--- src/rtl/sea_pkg.sv ---
// Shared SEA definitions: S-box, word/triple helpers and the FSM state encoding.
package sea_pkg;

    // Helpers work on words up to this width; B must not exceed it.
    localparam int unsigned WMAX = 32;

    // 3-bit S-box {0,5,6,7,4,3,1,2}, entry e at bits [3e+2:3e].
    localparam logic [23:0] SBOX = {3'd2, 3'd1, 3'd3, 3'd4, 3'd7, 3'd6, 3'd5, 3'd0};

    typedef enum logic [1:0] {
        ST_IDLE  = 2'd0,
        ST_KEXP  = 2'd1,
        ST_ROUND = 2'd2,
        ST_DONE  = 2'd3
    } state_t;

    typedef logic [WMAX-1:0] word_t;

    // One word triple (x3i, x3i+1, x3i+2); w0 carries the S-box LSB.
    typedef struct packed {
        word_t w2;
        word_t w1;
        word_t w0;
    } sea_tri_t;

    // Mask of the low b bits (b = WMAX yields all ones through wrap).
    function automatic word_t wmask(input int unsigned b);
        return (word_t'(1) << b) - word_t'(1);
    endfunction

    // Word addition mod 2^b.
    function automatic word_t add_w(input word_t a, input word_t c, input int unsigned b);
        return (a + c) & wmask(b);
    endfunction

    // Rotate a b-bit word right by one.
    function automatic word_t rotr1_w(input word_t x, input int unsigned b);
        return ((x >> 1) | (word_t'(x[0]) << (b - 1))) & wmask(b);
    endfunction

    // Rotate a b-bit word left by one.
    function automatic word_t rotl1_w(input word_t x, input int unsigned b);
        return ((x << 1) | (x >> (b - 1))) & wmask(b);
    endfunction

    // Bit-sliced S-box over a triple; unused upper bits map 0 -> 0.
    function automatic sea_tri_t sbox_t(input sea_tri_t x);
        sea_tri_t    y;
        logic [2:0]  s;
        int unsigned e;
        y = '0;
        for (int unsigned k = 0; k < WMAX; k++) begin
            e = 32'({x.w2[k], x.w1[k], x.w0[k]});
            s = SBOX[3*e +: 3];
            y.w0[k] = s[0];
            y.w1[k] = s[1];
            y.w2[k] = s[2];
        end
        return y;
    endfunction

    // r(S(t)): S-box then the in-triple bit rotations.
    function automatic sea_tri_t tri_rs(input sea_tri_t t, input int unsigned b);
        sea_tri_t y;
        y    = sbox_t(t);
        y.w0 = rotr1_w(y.w0, b);
        y.w2 = rotl1_w(y.w2, b);
        return y;
    endfunction

endpackage

--- src/rtl/sea_round.sv ---
// Combinational SEA round for block and key, forward or inverse.
module sea_round
    import sea_pkg::*;
#(
    parameter int unsigned N  = 96,
    parameter int unsigned B  = 8,
    parameter int unsigned NB = N / (2 * B),
    parameter int unsigned CW = 7
) (
    input  logic          i_inv,
    input  logic [CW-1:0] i_idx,
    input  logic [N-1:0]  i_blk,
    input  logic [N-1:0]  i_key,
    output logic [N-1:0]  o_blk_c,
    output logic [N-1:0]  o_key_c
);

    localparam int unsigned H  = N / 2;
    localparam int unsigned NT = NB / 3;

    // r(S(X + K)) over a half-block.
    function automatic logic [H-1:0] half_f(input logic [H-1:0] k, input logic [H-1:0] x);
        logic [H-1:0] a;
        logic [H-1:0] y;
        sea_tri_t     t;
        a = '0;
        y = '0;
        for (int unsigned j = 0; j < NB; j++) begin
            a[j*B +: B] = B'(add_w(word_t'(x[j*B +: B]), word_t'(k[j*B +: B]), B));
        end
        for (int unsigned g = 0; g < NT; g++) begin
            t.w0 = word_t'(a[(3*g)*B +: B]);
            t.w1 = word_t'(a[(3*g+1)*B +: B]);
            t.w2 = word_t'(a[(3*g+2)*B +: B]);
            t    = tri_rs(t, B);
            y[(3*g)*B +: B]   = B'(t.w0);
            y[(3*g+1)*B +: B] = B'(t.w1);
            y[(3*g+2)*B +: B] = B'(t.w2);
        end
        return y;
    endfunction

    // Word rotation: output word (j+1) mod NB takes input word j.
    function automatic logic [H-1:0] rot_w(input logic [H-1:0] x);
        logic [H-1:0] y;
        y = '0;
        for (int unsigned j = 0; j < NB; j++) begin
            y[((j + 1) % NB)*B +: B] = x[j*B +: B];
        end
        return y;
    endfunction

    // Inverse word rotation.
    function automatic logic [H-1:0] rot_w_inv(input logic [H-1:0] x);
        logic [H-1:0] y;
        y = '0;
        for (int unsigned j = 0; j < NB; j++) begin
            y[j*B +: B] = x[((j + 1) % NB)*B +: B];
        end
        return y;
    endfunction

    // Round constant: index in word 0, zero elsewhere.
    function automatic logic [H-1:0] rc(input logic [CW-1:0] idx);
        logic [H-1:0] c;
        c        = '0;
        c[B-1:0] = B'(idx);
        return c;
    endfunction

    logic [H-1:0] w_l;
    logic [H-1:0] w_r;
    logic [H-1:0] w_kl;
    logic [H-1:0] w_kr;
    logic [H-1:0] w_kx;
    logic [H-1:0] w_fx;
    logic [H-1:0] w_g;
    logic [H-1:0] w_f;

    assign w_l  = i_blk[N-1:H];
    assign w_r  = i_blk[H-1:0];
    assign w_kl = i_key[N-1:H];
    assign w_kr = i_key[H-1:0];

    // Forward keys off KR; inverse keys off KL, which is the restored KR.
    assign w_kx = i_inv ? w_kl : w_kr;
    assign w_fx = i_inv ? w_l  : w_r;
    assign w_g  = rot_w(half_f(rc(i_idx), w_kx));
    assign w_f  = half_f(w_kx, w_fx);

    // Select forward or inverse updates for key and block.
    always_comb begin
        o_key_c = i_key;
        o_blk_c = i_blk;
        if (i_inv) begin
            o_key_c = {w_kr ^ w_g, w_kl};
            o_blk_c = {rot_w_inv(w_r ^ w_f), w_l};
        end else begin
            o_key_c = {w_kr, w_kl ^ w_g};
            o_blk_c = {w_r, rot_w(w_l) ^ w_f};
        end
    end

endmodule

--- src/rtl/sea_iter_core.sv ---
// Iterative SEA engine: one round per enabled clock, encrypt or decrypt.
module sea_iter_core
    import sea_pkg::*;
#(
    parameter int unsigned N  = 96,
    parameter int unsigned B  = 8,
    parameter int unsigned NB = N / (2 * B),
    parameter int unsigned NR = 3 * N / 4 + 2 * (NB + B / 2)
) (
    input  logic         clk,
    input  logic         rst_n,
    input  logic         ena,
    input  logic         start,
    input  logic         mode,
    input  logic [N-1:0] din,
    input  logic [N-1:0] key,
    output logic [N-1:0] dout,
    output logic         busy,
    output logic         done
);

    localparam int unsigned CW = $clog2(NR + 1);

    state_t        r_state;
    state_t        w_state_nxt;
    logic [CW-1:0] r_cnt;
    logic [CW-1:0] w_cnt_nxt;
    logic          r_mode;
    logic [N-1:0]  r_blk;
    logic [N-1:0]  r_key;
    logic          w_load;
    logic          w_step_key;
    logic          w_step_blk;
    logic          w_out;
    logic          w_busy_nxt;
    logic          w_done_nxt;
    logic          w_last;
    logic          w_inv;
    logic [CW-1:0] w_idx;
    logic [N-1:0]  w_blk_nxt;
    logic [N-1:0]  w_key_nxt;

    // Decrypt rounds run the counter from NR down, so the index is one below it.
    assign w_inv = (r_state == ST_ROUND) && r_mode;
    assign w_idx = w_inv ? (r_cnt - CW'(1)) : r_cnt;

    sea_round #(
        .N  (N),
        .B  (B),
        .NB (NB),
        .CW (CW)
    ) u_round (
        .i_inv   (w_inv),
        .i_idx   (w_idx),
        .i_blk   (r_blk),
        .i_key   (r_key),
        .o_blk_c (w_blk_nxt),
        .o_key_c (w_key_nxt)
    );

    // FSM state register.
    always_ff @(posedge clk or negedge rst_n) begin
        if (!rst_n) begin
            r_state <= ST_IDLE;
        end else if (ena) begin
            r_state <= w_state_nxt;
        end
    end

    // Next state, counter and datapath controls.
    always_comb begin
        w_state_nxt = r_state;
        w_cnt_nxt   = r_cnt;
        w_load      = 1'b0;
        w_step_key  = 1'b0;
        w_step_blk  = 1'b0;
        w_out       = 1'b0;
        w_busy_nxt  = 1'b0;
        w_done_nxt  = 1'b0;
        w_last      = 1'b0;
        case (r_state)
            ST_IDLE: begin
                if (start) begin
                    w_load      = 1'b1;
                    w_cnt_nxt   = '0;
                    w_busy_nxt  = 1'b1;
                    w_state_nxt = mode ? ST_KEXP : ST_ROUND;
                end
            end
            ST_KEXP: begin
                w_step_key = 1'b1;
                w_busy_nxt = 1'b1;
                w_cnt_nxt  = r_cnt + CW'(1);
                if (r_cnt == CW'(NR - 1)) begin
                    w_state_nxt = ST_ROUND;
                end
            end
            ST_ROUND: begin
                w_step_key = 1'b1;
                w_step_blk = 1'b1;
                if (r_mode) begin
                    w_cnt_nxt = r_cnt - CW'(1);
                    w_last    = (r_cnt == CW'(1));
                end else begin
                    w_cnt_nxt = r_cnt + CW'(1);
                    w_last    = (r_cnt == CW'(NR - 1));
                end
                if (w_last) begin
                    w_state_nxt = ST_DONE;
                end else begin
                    w_busy_nxt = 1'b1;
                end
            end
            ST_DONE: begin
                w_out       = 1'b1;
                w_done_nxt  = 1'b1;
                w_state_nxt = ST_IDLE;
            end
            default: begin
                w_state_nxt = ST_IDLE;
            end
        endcase
    end

    // Counter, working registers and registered outputs.
    always_ff @(posedge clk or negedge rst_n) begin
        if (!rst_n) begin
            r_cnt  <= '0;
            r_mode <= 1'b0;
            r_blk  <= '0;
            r_key  <= '0;
            dout   <= '0;
            busy   <= 1'b0;
            done   <= 1'b0;
        end else if (ena) begin
            r_cnt <= w_cnt_nxt;
            busy  <= w_busy_nxt;
            done  <= w_done_nxt;
            if (w_load) begin
                r_blk  <= din;
                r_key  <= key;
                r_mode <= mode;
            end else begin
                if (w_step_key) begin
                    r_key <= w_key_nxt;
                end
                if (w_step_blk) begin
                    r_blk <= w_blk_nxt;
                end
            end
            if (w_out) begin
                dout <= r_blk;
            end
        end
    end

endmodule
--- config.mk ---
export PLATFORM = sky130hd
export DESIGN_NAME = sea_iter_core
export DESIGN_NICKNAME = d
export VERILOG_FILES = /design/src/rtl/sea_pkg.sv /design/src/rtl/sea_round.sv /design/src/rtl/sea_iter_core.sv
export SDC_FILE = /design/constraint.sdc
export NUM_CORES = 1
export LEC_CHECK = 0
export CAP_MARGIN = 20
export CORE_UTILIZATION = 55
export CTS_BUF_LIST = sky130_fd_sc_hd__clkbuf_8
export DETAILED_ROUTE_END_ITERATION = 10
export DONT_BUFFER_PORTS = 1
export PLACE_DENSITY = 0.66
export SYNTH_ARGS = -nofsm -noshare
export SYNTH_HDL_FRONTEND = slang
export SYNTH_SLANG_ARGS = --single-unit
--- constraint.sdc ---
create_clock -name clk -period 13.6 [get_ports clk]
set_input_delay 0.68 -clock clk [delete_from_list [all_inputs] [get_ports clk]]
set_output_delay 0.68 -clock clk [all_outputs]
set_load 0.05 [all_outputs]
== Word level (Yosys, flattened, before mapping) ==
Index checks and enable logic that the tools add are counted.

* Bits in registers: 300

* $add $sub $neg: 9
* $mul: 32
* Eq/ne operators: 8
* Shift operators: 32
* Muxes and demuxes: 26
* Bitwise logic cells: 12
* Reductions and logical operators: 12

{| class="wikitable"
|+ Operator list
! operator !! number
|-
| variable part select 24 x 6 -> 3 bit (first input constant) || 32
|-
| two-way mux 96 bit || 6
|-
| XOR 48 bit || 4
|-
| multiplier 2 x 3 -> 5 bit (first input constant) || 32
|-
| two-way mux 48 bit || 2
|-
| adder 8 bit || 6
|-
| OR 7 x 8 -> 8 bit || 4
|-
| OR 8 x 1 -> 8 bit || 4
|-
| two-way mux 7 bit || 3
|-
| case mux 7 bit (3 select lines) || 1
|-
| adder 8 x 7 -> 8 bit || 1
|-
| two-way mux 1 bit || 8
|-
| two-way mux 2 bit || 4
|-
| case mux 2 bit (4 select lines) || 1
|-
| AND reduction 2 bit || 4
|-
| adder 7 x 1 -> 7 bit (second input constant) || 1
|-
| equality test 7 x 1 -> 1 bit (second input constant) || 1
|-
| equality test 7 bit (second input constant) || 1
|-
| subtractor 7 x 1 -> 7 bit (second input constant) || 1
|-
| equality test 2 bit (second input constant) || 2
|-
| != test 2 bit (second input constant) || 2
|-
| AND reduction 4 bit || 1
|-
| nonzero test 2 bit || 2
|-
| case mux 1 bit (3 select lines) || 1
|-
| other kinds (7) || 7
|}

== Depth between registers and ports, before layout ==
Gate-level depths: netlist of the first run.

* Depth after elaboration: 11
* Depth in mapped cells: 25
* Gate-level depth less buffers: 19

== By module ==
Synthesis of the first run repeated with hierarchy kept, for this count alone.

* Cells, all modules: 2438
* Area, all modules: 22058.7 µm²

{| class="wikitable"
|+ By module, submodules not included
! module !! instances !! cells an instance !! area an instance (µm²) !! seq. area each (µm²)
|-
| sea_iter_core || 1 || 1161 || 13300.3 || 7507.2
|-
| sea_round || 1 || 1277 || 8758.4 || 0.0
|}

== Worst setup path after synthesis of the first run ==
Ideal clock, no wire load.

* Kind: register to register
* Start point: register r_state[0]
* End point: register r_blk[5]
* Setup time: 0.065 ns
* Arrival time: 4.314 ns
* Required time: 13.535 ns
* Slack: 9.221 ns
* Stages on the path, launching flop included: 23
* Path buffers: 5
* Clock period less this slack: 4.379 ns
* Cells stage by stage: dfrtp_1 -> inv_1 -> ha_1 -> buf_2 -> nand2_1 -> buf_2 -> clkbuf_1 -> buf_1 -> buf_1 -> nand2_1 -> nand2_1 -> ha_1 -> inv_1 -> fa_1 -> nor2b_1 -> o31a_1 -> nor2_1 -> o311ai_2 -> inv_1 -> ha_1 -> mux2i_1 -> mux2_1 -> nand2_1

* Word-level cells in the longest chain between the ends: 11
* Elaborated cells between the ends (all ways): 19
* Classes of those cells: add/sub: 3; mul: 1; eq/ne: 1; shift: 1; mux: 7; bitwise: 2; reduce/logical: 4

{| class="wikitable"
|+ Ends and longest elaborated chain
! element !! line !! source
|-
| from (decl) || sea_iter_core.sv:24 || <nowiki>state_t r_state;</nowiki>
|-
| from (signal assigned) || sea_iter_core.sv:66 || <nowiki>r_state <= w_state_nxt;</nowiki>
|-
| equality test 2 bit || sea_iter_core.sv:44, sea_iter_core.sv:81 ||
|-
| logical AND 1 bit || sea_iter_core.sv:44 || <nowiki>assign w_inv = (r_state == ST_ROUND) && r_mode;</nowiki>
|-
| two-way mux 48 bit (on tied branches) || sea_round.sv:87, sea_round.sv:86 ||
|-
| adder 8 bit || sea_pkg.sv:33 || <nowiki>return (a + c) & wmask(b);</nowiki>
|-
| multiplier 2 x 3 -> 5 bit || sea_pkg.sv:54 || <nowiki>s = SBOX[3*e +: 3];</nowiki>
|-
| variable part select 24 x 6 -> 3 bit || sea_pkg.sv:54 ||
|-
| OR 7 x 8 -> 8 bit || sea_pkg.sv:38 || <nowiki>return ((x >> 1) | (word_t'(x[0]) << (b - 1))) & wmask(b);</nowiki>
|-
| XOR 48 bit || sea_round.sv:100 || <nowiki>o_blk_c = {w_r, rot_w(w_l) ^ w_f};</nowiki>
|-
| two-way mux 96 bit || sea_round.sv:95 || <nowiki>if (i_inv) begin</nowiki>
|-
| two-way mux 96 bit || sea_iter_core.sv:147 || <nowiki>if (w_step_blk) begin</nowiki>
|-
| two-way mux 96 bit || sea_iter_core.sv:139 || <nowiki>if (w_load) begin</nowiki>
|-
| to (signal assigned) || sea_iter_core.sv:140 || <nowiki>r_blk <= din;</nowiki>
|-
| to (signal assigned) || sea_iter_core.sv:148 || <nowiki>r_blk <= w_blk_nxt;</nowiki>
|-
| to (decl) || sea_iter_core.sv:29 || <nowiki>logic [N-1:0] r_blk;</nowiki>
|}

Several ways; a longest one is shown, not always the timed one. The select of a mux whose other input is x is not followed.
A chain may end at the register's enable or synchronous reset.

== Worst setup path after layout of the first run ==
* Start point: register r_state[0]
* End point: register r_blk[89]

* Word-level cells in the longest chain between the ends: 11
* Elaborated cells between the ends (all ways): 19
* Classes of those cells: add/sub: 3; mul: 1; eq/ne: 1; shift: 1; mux: 7; bitwise: 2; reduce/logical: 4

{| class="wikitable"
|+ Ends and longest elaborated chain
! element !! line !! source
|-
| equality test 2 bit || sea_iter_core.sv:44, sea_iter_core.sv:81 ||
|-
| logical AND 1 bit || sea_iter_core.sv:44 ||
|-
| two-way mux 48 bit (on tied branches) || sea_round.sv:87, sea_round.sv:86 ||
|-
| adder 8 bit || sea_pkg.sv:33 ||
|-
| multiplier 2 x 3 -> 5 bit || sea_pkg.sv:54 ||
|-
| variable part select 24 x 6 -> 3 bit || sea_pkg.sv:54 ||
|-
| OR 7 x 8 -> 8 bit || sea_pkg.sv:38 ||
|-
| XOR 48 bit || sea_round.sv:97 || <nowiki>o_blk_c = {rot_w_inv(w_r ^ w_f), w_l};</nowiki>
|-
| two-way mux 96 bit || sea_round.sv:95 ||
|-
| two-way mux 96 bit || sea_iter_core.sv:147 ||
|-
| two-way mux 96 bit || sea_iter_core.sv:139 ||
|}

Several ways; a longest one is shown, not always the timed one. The select of a mux whose other input is x is not followed.

==> results of run 1 <==
-- final cells by class --
type	count	share of cell area
inverters	95	0.0152
clock buffers	71	0.0418
flip-flops and latches	300	0.321
multi-input cells	2125	0.577
clock inverters	30	0.00813
diodes	5	0.000535
repair buffers	17	0.00856
well taps	518	0.0277
-- kinds of logic after synthesis --
| family | count (synthesis) | synth area share |
|---|---|---|
| multiplexers | 218 | 0.105 |
| XOR/XNOR | 158 | 0.0631 |
| AND/OR/NAND/NOR | 912 | 0.181 |
| adder cells (fa/ha/maj) | 122 | 0.0716 |
| AO/OA/AOI/OAI | 715 | 0.189 |
| buffers and inverters | 286 | 0.0498 |
| flip-flops | 300 | 0.341 |
-- critical path, cell delays in order, from the launching register on --
cell                       delay, ns
sky130_fd_sc_hd__dfrtp_1        0.42
sky130_fd_sc_hd__inv_1          0.13
sky130_fd_sc_hd__ha_1           0.42
sky130_fd_sc_hd__and2_4         0.81
sky130_fd_sc_hd__buf_4          0.80
sky130_fd_sc_hd__nand2_1        0.20
sky130_fd_sc_hd__nand2_1        0.17
sky130_fd_sc_hd__ha_1           0.20
sky130_fd_sc_hd__inv_1          0.07
sky130_fd_sc_hd__fa_1           0.45
sky130_fd_sc_hd__xnor2_1        0.38
sky130_fd_sc_hd__inv_1          0.15
sky130_fd_sc_hd__ha_1           0.32
sky130_fd_sc_hd__mux2i_1        0.26
sky130_fd_sc_hd__xor2_1         0.33
sky130_fd_sc_hd__o211ai_1       0.12
sky130_fd_sc_hd__o21ai_0        0.13
sky130_fd_sc_hd__o21ai_0        0.10
-- layer usage --
| metal | routed length, microns | vias up | global-route usage |
|---|---|---|---|
| met5 | 0 | - | 0 |
| met4 | 2450 | 0 | 0.122 |
| met3 | 5050 | 129 | 0.0574 |
| met2 | 32500 | 735 | 0.539 |
| met1 | 31100 | 9435 | 0.476 |
| li1 | - | 9210 | - |
-- placed cells by master (no fill, tap or decap), types with 10 or more instances in the layout --
cell type,n
sky130_fd_sc_hd__a211oi_1,10
sky130_fd_sc_hd__a21o_1,13
sky130_fd_sc_hd__a21oi_1,238
sky130_fd_sc_hd__a311oi_1,11
sky130_fd_sc_hd__a31oi_1,25
sky130_fd_sc_hd__and3_1,22
sky130_fd_sc_hd__buf_4,13
sky130_fd_sc_hd__clkbuf_8,71
sky130_fd_sc_hd__clkinv_2,10
sky130_fd_sc_hd__dfrtp_1,300
sky130_fd_sc_hd__ha_1,115
sky130_fd_sc_hd__inv_1,110
sky130_fd_sc_hd__mux2_2,108
sky130_fd_sc_hd__mux2i_1,105
sky130_fd_sc_hd__nand2_1,520
sky130_fd_sc_hd__nand3_1,56
sky130_fd_sc_hd__nor2_1,140
sky130_fd_sc_hd__nor3_1,36
sky130_fd_sc_hd__o211ai_1,31
sky130_fd_sc_hd__o21a_1,15
sky130_fd_sc_hd__o21ai_0,278
sky130_fd_sc_hd__o31ai_1,12
sky130_fd_sc_hd__or3_1,84
sky130_fd_sc_hd__xnor2_1,98
sky130_fd_sc_hd__xor2_1,59
-- metrics by stage --
stage / std cells / instance area (sq um) / hold WS (ns) / setup slack (ns) / utilization
2_1_floorplan: 2711 / 22000 / 0.384 / 9.22 / -
3_3_place_gp: 3052 / 22100 / 0.392 / 8.22 / 0.566
3_5_place_dp: 3052 / 22100 / 0.393 / 8.06 / 0.566
4_1_cts: 3154 / 23300 / 0.0857 / 7.98 / 0.596
5_1_grt: 3160 / 23400 / 0.0135 / 7.53 / 0.598
6_report: 3161 / 23400 / -0.00235 / 7.88 / 0.598
-- sequential cells by signal, indices dropped and copies added, names as in the netlist --
signal	cells
busy	1
r_cnt	7
r_state	2
r_key	96
dout	96
r_blk	96
done	1
r_mode	1
-- path summary, 6_finish.rpt --
check	to	slack (ns)
worst max-delay path	r_blk[89]	7.88
worst min-delay path	r_key[82]	-0.002
worst max register to register	r_blk[89]	7.88
worst min register to register	r_key[6]	0.54
max in group asynchronous	dout[66]	12.14
min in group clk	r_key[67]	0.15
-- what timing repair did --
item,in CTS,in global routing
setup endpoints to repair,0,0
hold buffers,1,0
endpoints found under the hold margin,300,0
==> impl_metrics.json, run 1 <==
{
  "routed_wl_microns": 71100,
  "route.detailed.vias_per_inst": 6.17,
  "synthesis.instances": 2711,
  "dr.pass1.iters": 6,
  "dp.final_hpwl_microns": 51000,
  "ys_async_sr_fraction": 1.00,
  "tritoncts.num_buffers": 55,
  "netlist.area_leader.share": 0.341,
  "global_route_wire_length_before_repair_microns": 109000,
  "gr-total-overflow": 0,
  "worstRegToRegCells": 17,
  "die_h_microns": 202,
  "synthesis.yosys.warnings": 0,
  "critical_path.endpoint_type": "flip-flop",
  "worstHoldPathType": "input port to asynchronous set/reset pin",
  "timing.setup.tns_ns": 0,
  "whs_ns": -0.00235,
  "cts_max_path_buffers": 3,
  "syn_avg_cell_area_sq_um": 8.13,
  "synth_enable_flop_cells": 0,
  "area_occupied_by_multi_input_gates_sq_um": 13500,
  "clock-sinks": 300,
  "synth.most_common_cell": "sky130_fd_sc_hd__nand2_1",
  "final-max-slew-violation-count": 0,
  "area_delta_synth_final_pct": 6.11,
  "cp-start-kind": "flip-flop",
  "drt_iter0_drc": 1687,
  "grt_usage": 0.343,
  "final-hold-violation-count": 4,
  "die_w_microns": 202,
  "timing_worst_slew_pin_value_ns": 1.05,
  "outcome": "finished, violations left",
  "path_clk_slew_ns": 0.06,
  "syn_area_sq_um": 22000,
  "placement_rows": 72,
  "number_of_antenna_violations_at_the_first_check_in_global_routing": 5,
  "dr_total_vias": 19509,
  "timing.final.crit_share": 0.421,
  "kind_of_critical_path": "flip-flop to flip-flop",
  "post_cts_resize_count": 0,
  "effective_utilization_at_floorplan": 0.564,
  "violations_in_the_final_reports": "hold timing",
  "clock-skew-final_ns": 0.0504,
  "core_sq_um": 39100,
  "first_global_vias": 18228,
  "clock.fmax_mhz": 175,
  "finalSetupViolCount": 0,
  "worst_r2r_startpoint": "r_state[0]",
  "layout.area.seq_sq_um": 7510,
  "synth_top_cells_by_count": "sky130_fd_sc_hd__nand2_1, sky130_fd_sc_hd__dfrtp_1, sky130_fd_sc_hd__o21ai_0",
  "layout.nets": 2913,
  "netlist-cell-type-count": 68,
  "cp.required_ns": 14.08,
  "postCtsSetupRepairBufs": 0,
  "cp.arrival_ns": 6.20,
  "nFillCells": 3540,
  "tritoncts": "done",
  "synth_area_leader_cell": "sky130_fd_sc_hd__dfrtp_1",
  "io_buffers": 0,
  "synth_sequential_area_ratio": 0.341,
  "route.detailed.drc": 0,
  "wl_per_cell_microns": 22.5,
  "postRouteAntennaNets": 0,
  "floorplan.die_area_sq_um": 40900,
  "finalCriticalPeriod_ns": 5.72,
  "grt_setup_unrepaired": "no",
  "maxCapViolCount": 0,
  "cts.htree.levels": 2,
  "ios": 295,
  "worst-path-max-fanout": 81,
  "proportion_of_layout_cells_with_a_drive_suffix_above_1": 0.0887,
  "yosys_register_bits": 300,
  "synth_nets": 3030,
  "netlist_top_cells_area": "sky130_fd_sc_hd__dfrtp_1, sky130_fd_sc_hd__nand2_1, sky130_fd_sc_hd__ha_1, sky130_fd_sc_hd__o21ai_0, sky130_fd_sc_hd__mux2_2",
  "yosys_most_used_dff": "sky130_fd_sc_hd__dfrtp_1",
  "grt_max_degree": 301,
  "remaining_max_slew_budget_at_the_tightest_pin": 0.303,
  "timing.critical_path.from": "r_state[0]",
  "cts_root_buffer": "sky130_fd_sc_hd__clkbuf_8",
  "worst_skew_pair.late_latency_ns": 0.69,
  "globalplace.congestion": 0.946
}
Power of run 1 is left out: the tool's default activity adds up to more than one toggle a clock period on the data nets, which glitch-free logic cannot reach.
==> run 2: changes to the inputs <==
Clock period 13.6 ns to 6 ns, I/O delays scaled along.
==> run 2 against run 1 <==
  * Register-to-register slack lost 6.8 ns
  * Worst setup slack lost 6.8 ns
  * Critical endpoint unchanged
  * The flow still finishes with violations (hold timing)
  * Critical path depth is the same
  * Count of clock-buffer cells in the layout shrank 2
  * Hold slack lost 0.67 ns
  * First-iteration DRC count shrank 6.8%
  * Critical path type unchanged
==> impl_metrics.json, run 2 (synthesis gave the netlist of run 1 again) <==
{
  "outcome": "finished, violations left",
  "violations_in_the_final_reports": "hold timing",
  "clock-sinks": 300,
  "cts_hold_buf": 194,
  "layout_commonest_cell": "sky130_fd_sc_hd__nand2_1",
  "first_global_vias": 19486,
  "dr.pass1.iters": 6,
  "dr_total_vias": 20246,
  "number_of_antenna_violations_at_the_first_check_in_global_routing": 3,
  "worst_r2r_startpoint": "r_state[0]",
  "worstHoldPathType": "input port to asynchronous set/reset pin",
  "maxCapViolCount": 0,
  "layout.nets": 3118,
  "clock-skew-final_ns": 0.0229,
  "timing.final.crit_share": 0.820,
  "placement_rows": 72,
  "nFillCells": 3398,
  "dp.final_hpwl_microns": 51700,
  "reg2reg_to": "r_blk[89]",
  "route.detailed.vias_per_inst": 6.02,
  "io_buffers": 0,
  "postRouteAntennaNets": 0,
  "effective_utilization_at_floorplan": 0.564,
  "wl_per_cell_microns": 21.5,
  "worst-path-max-fanout": 49,
  "cp-start-kind": "flip-flop",
  "floorplan.die_area_sq_um": 40900,
  "drt_iter0_drc": 1573,
  "timing_worst_slew_pin_value_ns": 0.926,
  "die_w_microns": 202,
  "whs_ns": -0.670,
  "timing.critical_path.cells": "inv_1, ha_1, and2_4, buf_12, nand2_1, nand2_1, ha_1, inv_1, fa_1, xnor2_1, inv_1, ha_1, mux2i_1, xor2_1, o211ai_1, o21ai_0, o21ai_0",
  "final-hold-violation-count": 300,
  "path_clk_slew_ns": 0.06,
  "most_frequent_cells_in_the_layout": "sky130_fd_sc_hd__nand2_1, sky130_fd_sc_hd__dfrtp_1, sky130_fd_sc_hd__o21ai_0, sky130_fd_sc_hd__a21oi_1, sky130_fd_sc_hd__dlygate4sd3_1",
  "biggestRegsByFlops": "dout: 96 flops, r_blk: 96 flops, r_key: 96 flops",
  "routed_wl_microns": 72300,
  "core_sq_um": 39100,
  "cts.htree.levels": 2,
  "cp.arrival_ns": 5.49,
  "global_route_wire_length_before_repair_microns": 112000,
  "ios": 295,
  "grt_usage": 0.353,
  "critical_path.endpoint_type": "flip-flop",
  "route.detailed.drc": 0,
  "clock.fmax_mhz": 203,
  "cp.required_ns": 6.57,
  "proportion_of_layout_cells_with_a_drive_suffix_above_1": 0.0866,
  "die_h_microns": 202,
  "kind_of_critical_path": "flip-flop to flip-flop",
  "worst_skew_pair.late_latency_ns": 0.67,
  "postCtsSetupRepairBufs": 0,
  "finalSetupViolCount": 0,
  "gr-total-overflow": 0,
  "tritoncts.num_buffers": 54,
  "worstRegToRegCells": 17,
  "tritoncts": "done",
  "grt_max_degree": 301,
  "cpMaxStageDelayCell": "sky130_fd_sc_hd__and2_4",
  "worst_path_dominant_cell_family": "adder cells",
  "timing.setup.tns_ns": 0,
  "area_delta_synth_final_pct": 15.3,
  "post_cts_resize_count": 0,
  "remaining_max_slew_budget_at_the_tightest_pin": 0.383,
  "globalplace.congestion": 0.965,
  "final-max-slew-violation-count": 0,
  "rrSetupSlack_ns": 1.08,
  "cts_root_buffer": "sky130_fd_sc_hd__clkbuf_8",
  "cts_max_path_buffers": 3,
  "cp.buffers_inverters": 4,
  "finalCriticalPeriod_ns": 4.92,
  "grt_setup_unrepaired": "no",
  "slowest_delay_ns": 0.69
}
run 2: cell type report:
cell class,instances,area (sq um),area share
Sequential cell,300,7510,0.295
Tap cell,518,648,0.0255
Inverter,95,357,0.0140
Timing Repair Buffer,223,2230,0.0878
Clock buffer,69,950,0.0374
Antenna cell,3,7.51,0.000295
Clock inverter,30,224,0.00881
Multi-Input combinational cell,2125,13500,0.531
run 2: how the worst max path moves through the flow:
stage | to | slack [ns] | cells after the start | startpoint
after global placement | r_blk[47] | 1.27 | 17 | r_state[0]
after CTS | r_blk[56] | 1.14 | 16 | r_state[0]
final | r_blk[89] | 1.08 | 17 | r_state[0]
after global routing | r_blk[89] | 0.66 | 17 | r_state[0]
after floorplan | r_blk[5] | 1.62 | 22 | r_state[0]
after detailed placement | r_blk[56] | 1.18 | 16 | r_state[0]
run 2: worst reg2reg max path: stages, from the launching register on:
cell and delay [ns]:
sky130_fd_sc_hd__dfrtp_1 0.41, sky130_fd_sc_hd__inv_1 0.12, sky130_fd_sc_hd__ha_1 0.40, sky130_fd_sc_hd__and2_4 0.69
sky130_fd_sc_hd__buf_12 0.35, sky130_fd_sc_hd__nand2_1 0.09, sky130_fd_sc_hd__nand2_1 0.15, sky130_fd_sc_hd__ha_1 0.22
sky130_fd_sc_hd__inv_1 0.07, sky130_fd_sc_hd__fa_1 0.45, sky130_fd_sc_hd__xnor2_1 0.45, sky130_fd_sc_hd__inv_1 0.16
sky130_fd_sc_hd__ha_1 0.32, sky130_fd_sc_hd__mux2i_1 0.28, sky130_fd_sc_hd__xor2_1 0.13, sky130_fd_sc_hd__o211ai_1 0.23
sky130_fd_sc_hd__o21ai_0 0.11, sky130_fd_sc_hd__o21ai_0 0.18
run 2: layer usage:
metal | global-route usage | share of wire | vias up
met5 | 0 | 0.00018 | -
met4 | 0.192 | 0.053 | 2
met3 | 0.0671 | 0.076 | 165
met2 | 0.547 | 0.45 | 795
met1 | 0.468 | 0.42 | 9661
li1 | - | - | 9623
run 2: per-stage QoR:
step	setup WS [ns]	hold slack (ns)	utilization	instance area [sq um]	instances
floorplan	1.62	0.00441	-	22000	2711
global placement	1.27	0.0110	0.570	22300	3067
detailed placement	1.18	0.0151	0.570	22300	3067
CTS	1.14	-0.723	0.650	25400	3360
global route	0.657	-0.696	0.650	25400	3362
finish	1.08	-0.670	0.650	25400	3363
Power of run 2 is left out for the same reason.
==> run 3: changes to the inputs <==
Settings changed: PLACE_DENSITY 0.66 to 0.69.
Clock period 6 ns to 4.2 ns, I/O delays scaled along.
==> run 3 against run 2 <==
  * The flow still finishes with violations (hold timing)
  * Maximum frequency is 20% higher
  * Die area stayed put
  * Final cell count is 1.1% higher
  * Worst setup slack worse by 0.98 ns
  * Critical path depth is 1 higher
  * Sequential share of layout area is 0.40 points lower
  * Final area is 1.4% higher
  * First-iteration DRC count is 24% higher
  * Highest routed layer is now met4
==> impl_metrics.json, run 3 (synthesis gave the netlist of run 1 again) <==
{
  "cp_common_cell": "sky130_fd_sc_hd__nand2_1",
  "timing_worst_slew_pin_value_ns": 0.899,
  "floorplan.die_area_sq_um": 40900,
  "wl_per_cell_microns": 22.1,
  "cp-start-kind": "flip-flop",
  "effective_utilization_at_floorplan": 0.564,
  "cp.buffers_inverters": 5,
  "number_of_antenna_violations_at_the_first_check_in_global_routing": 2,
  "cts_hold_buf": 198,
  "path_clk_slew_ns": 0.07,
  "timing.final.ws_setup_ns": 0.102,
  "route.detailed.vias_per_inst": 6.13,
  "cp.required_ns": 4.77,
  "first_global_vias": 19949,
  "remaining_max_slew_budget_at_the_tightest_pin": 0.401,
  "clock-skew-final_ns": 0.0302,
  "routed_wl_microns": 75300,
  "maxCapViolCount": 0,
  "final-max-slew-violation-count": 0,
  "timing.critical_path.cells": "inv_1, ha_2, nand2_4, buf_12, buf_4, nand2_1, nand2_1, ha_1, inv_1, fa_1, nor2b_4, o21ai_0, a21oi_1, buf_4, mux2i_1, xnor2_1, nand2_1, a311oi_1",
  "worstHoldPathType": "input port to asynchronous set/reset pin",
  "globalplace.congestion": 0.978,
  "dp.final_hpwl_microns": 54300,
  "outcome": "finished, violations left",
  "whs_ns": -0.771,
  "grt_max_degree": 301,
  "cp.arrival_ns": 4.67,
  "dr_total_vias": 20860,
  "worst-path-max-fanout": 25,
  "dpl_worst_slack_ns": 0.0747,
  "drt_iter0_drc": 1949,
  "die_h_microns": 202,
  "postRouteAntennaNets": 0,
  "clock-sinks": 300,
  "placement_rows": 72,
  "grt_setup_unrepaired": "yes",
  "worst_skew_pair.late_latency_ns": 0.68,
  "final-hold-violation-count": 300,
  "worst_path_dominant_cell_family": "adder cells",
  "cpMaxStageDelayCell": "sky130_fd_sc_hd__fa_1",
  "most_frequent_cells_in_the_layout": "sky130_fd_sc_hd__nand2_1, sky130_fd_sc_hd__dfrtp_1, sky130_fd_sc_hd__o21ai_0, sky130_fd_sc_hd__a21oi_1, sky130_fd_sc_hd__dlygate4sd3_1",
  "layout.nets": 3162,
  "layout_commonest_cell": "sky130_fd_sc_hd__nand2_1",
  "route.detailed.drc": 0,
  "timing.final.crit_share": 0.976,
  "ios": 295,
  "critical_path.endpoint_type": "flip-flop",
  "biggestRegsByFlops": "dout: 96 flops, r_blk: 96 flops, r_key: 96 flops",
  "dr.pass1.iters": 6,
  "gr-total-overflow": 0,
  "cts.htree.levels": 2,
  "global_route.peak_usage_layer": "met2",
  "tritoncts": "done",
  "cts_root_buffer": "sky130_fd_sc_hd__clkbuf_8",
  "io_buffers": 0,
  "finalSetupViolCount": 0,
  "clock.fmax_mhz": 244,
  "tritoncts.num_buffers": 53,
  "met3_usage": 0.0589,
  "slowest_delay_ns": 0.49,
  "proportion_of_layout_cells_with_a_drive_suffix_above_1": 0.101,
  "grt_usage": 0.363,
  "core_sq_um": 39100,
  "finalCriticalPeriod_ns": 4.10,
  "groute.layer.met1.usage": 0.487,
  "violations_in_the_final_reports": "hold timing",
  "cts_max_path_buffers": 3,
  "kind_of_critical_path": "flip-flop to flip-flop",
  "die_w_microns": 202,
  "met2_use_gr": 0.569,
  "global_route_wire_length_before_repair_microns": 116000,
  "nFillCells": 3270,
  "area_delta_synth_final_pct": 16.9
}
[run 3: changes by cell type in the layout (fill, tap and decap cells not counted), sizes merged]
cell,change
inv,+7
bufinv,-3
diode,-1
clkinvlp,-2
buf,+40
dlygate4sd3,+4
clkbuf,-6
clkinv,-1
[run 3: worst paths after layout]
kind / from / to / slack [ns] / cells after the start
min: rst_n / r_key[90] / -0.77 / 0
min reg2reg: r_key[54] / r_key[54] / 0.54 / 2
max reg2reg: r_state[0] / r_blk[52] / 0.10 / 18
max: r_state[0] / r_blk[52] / 0.10 / 18
max in group asynchronous: rst_n / dout[50] / 4.40 / 0
min in group clk: ena / r_state[0] / 0.04 / 4
[run 3: stage by stage]
step	util	std cells	setup TNS, ns	cell area (sq um)
final	0.659	3401	0	25800
after global routing	0.659	3401	-0.0599	25800
after CTS	0.655	3395	0	25600
after detailed placement	0.579	3104	0	22600
after global placement	0.579	3104	0	22600
after floorplan	-	2711	0	22100
[run 3: what timing repair did]
action | CTS | global route
setup buffers | 0 | 3
resized for setup | 0 | 24
setup endpoints to repair | 0 | 50
endpoints found under the hold margin | 516 | 300
[run 3: area by class of cell]
class / count / area [sq um] / share of cell area
tap: 518 / 648 / 0.0252
antenna: 2 / 5.00 / 0.000194
multi-input combinational: 2125 / 13600 / 0.527
clock inverter: 31 / 143 / 0.00554
timing repair buffer: 268 / 2660 / 0.103
clock buffer: 62 / 853 / 0.0331
inverter: 95 / 357 / 0.0138
sequential: 300 / 7510 / 0.291
[run 3: routing by layer]
metal / up-vias / wire [microns] / share of wire
li1: 9703 / - / -
met1: 10051 / 31500 / 0.42
met2: 914 / 34400 / 0.46
met3: 192 / 5710 / 0.076
met4: 0 / 3710 / 0.049
met5: - / 0 / 0
Power of run 3 is left out for the same reason.
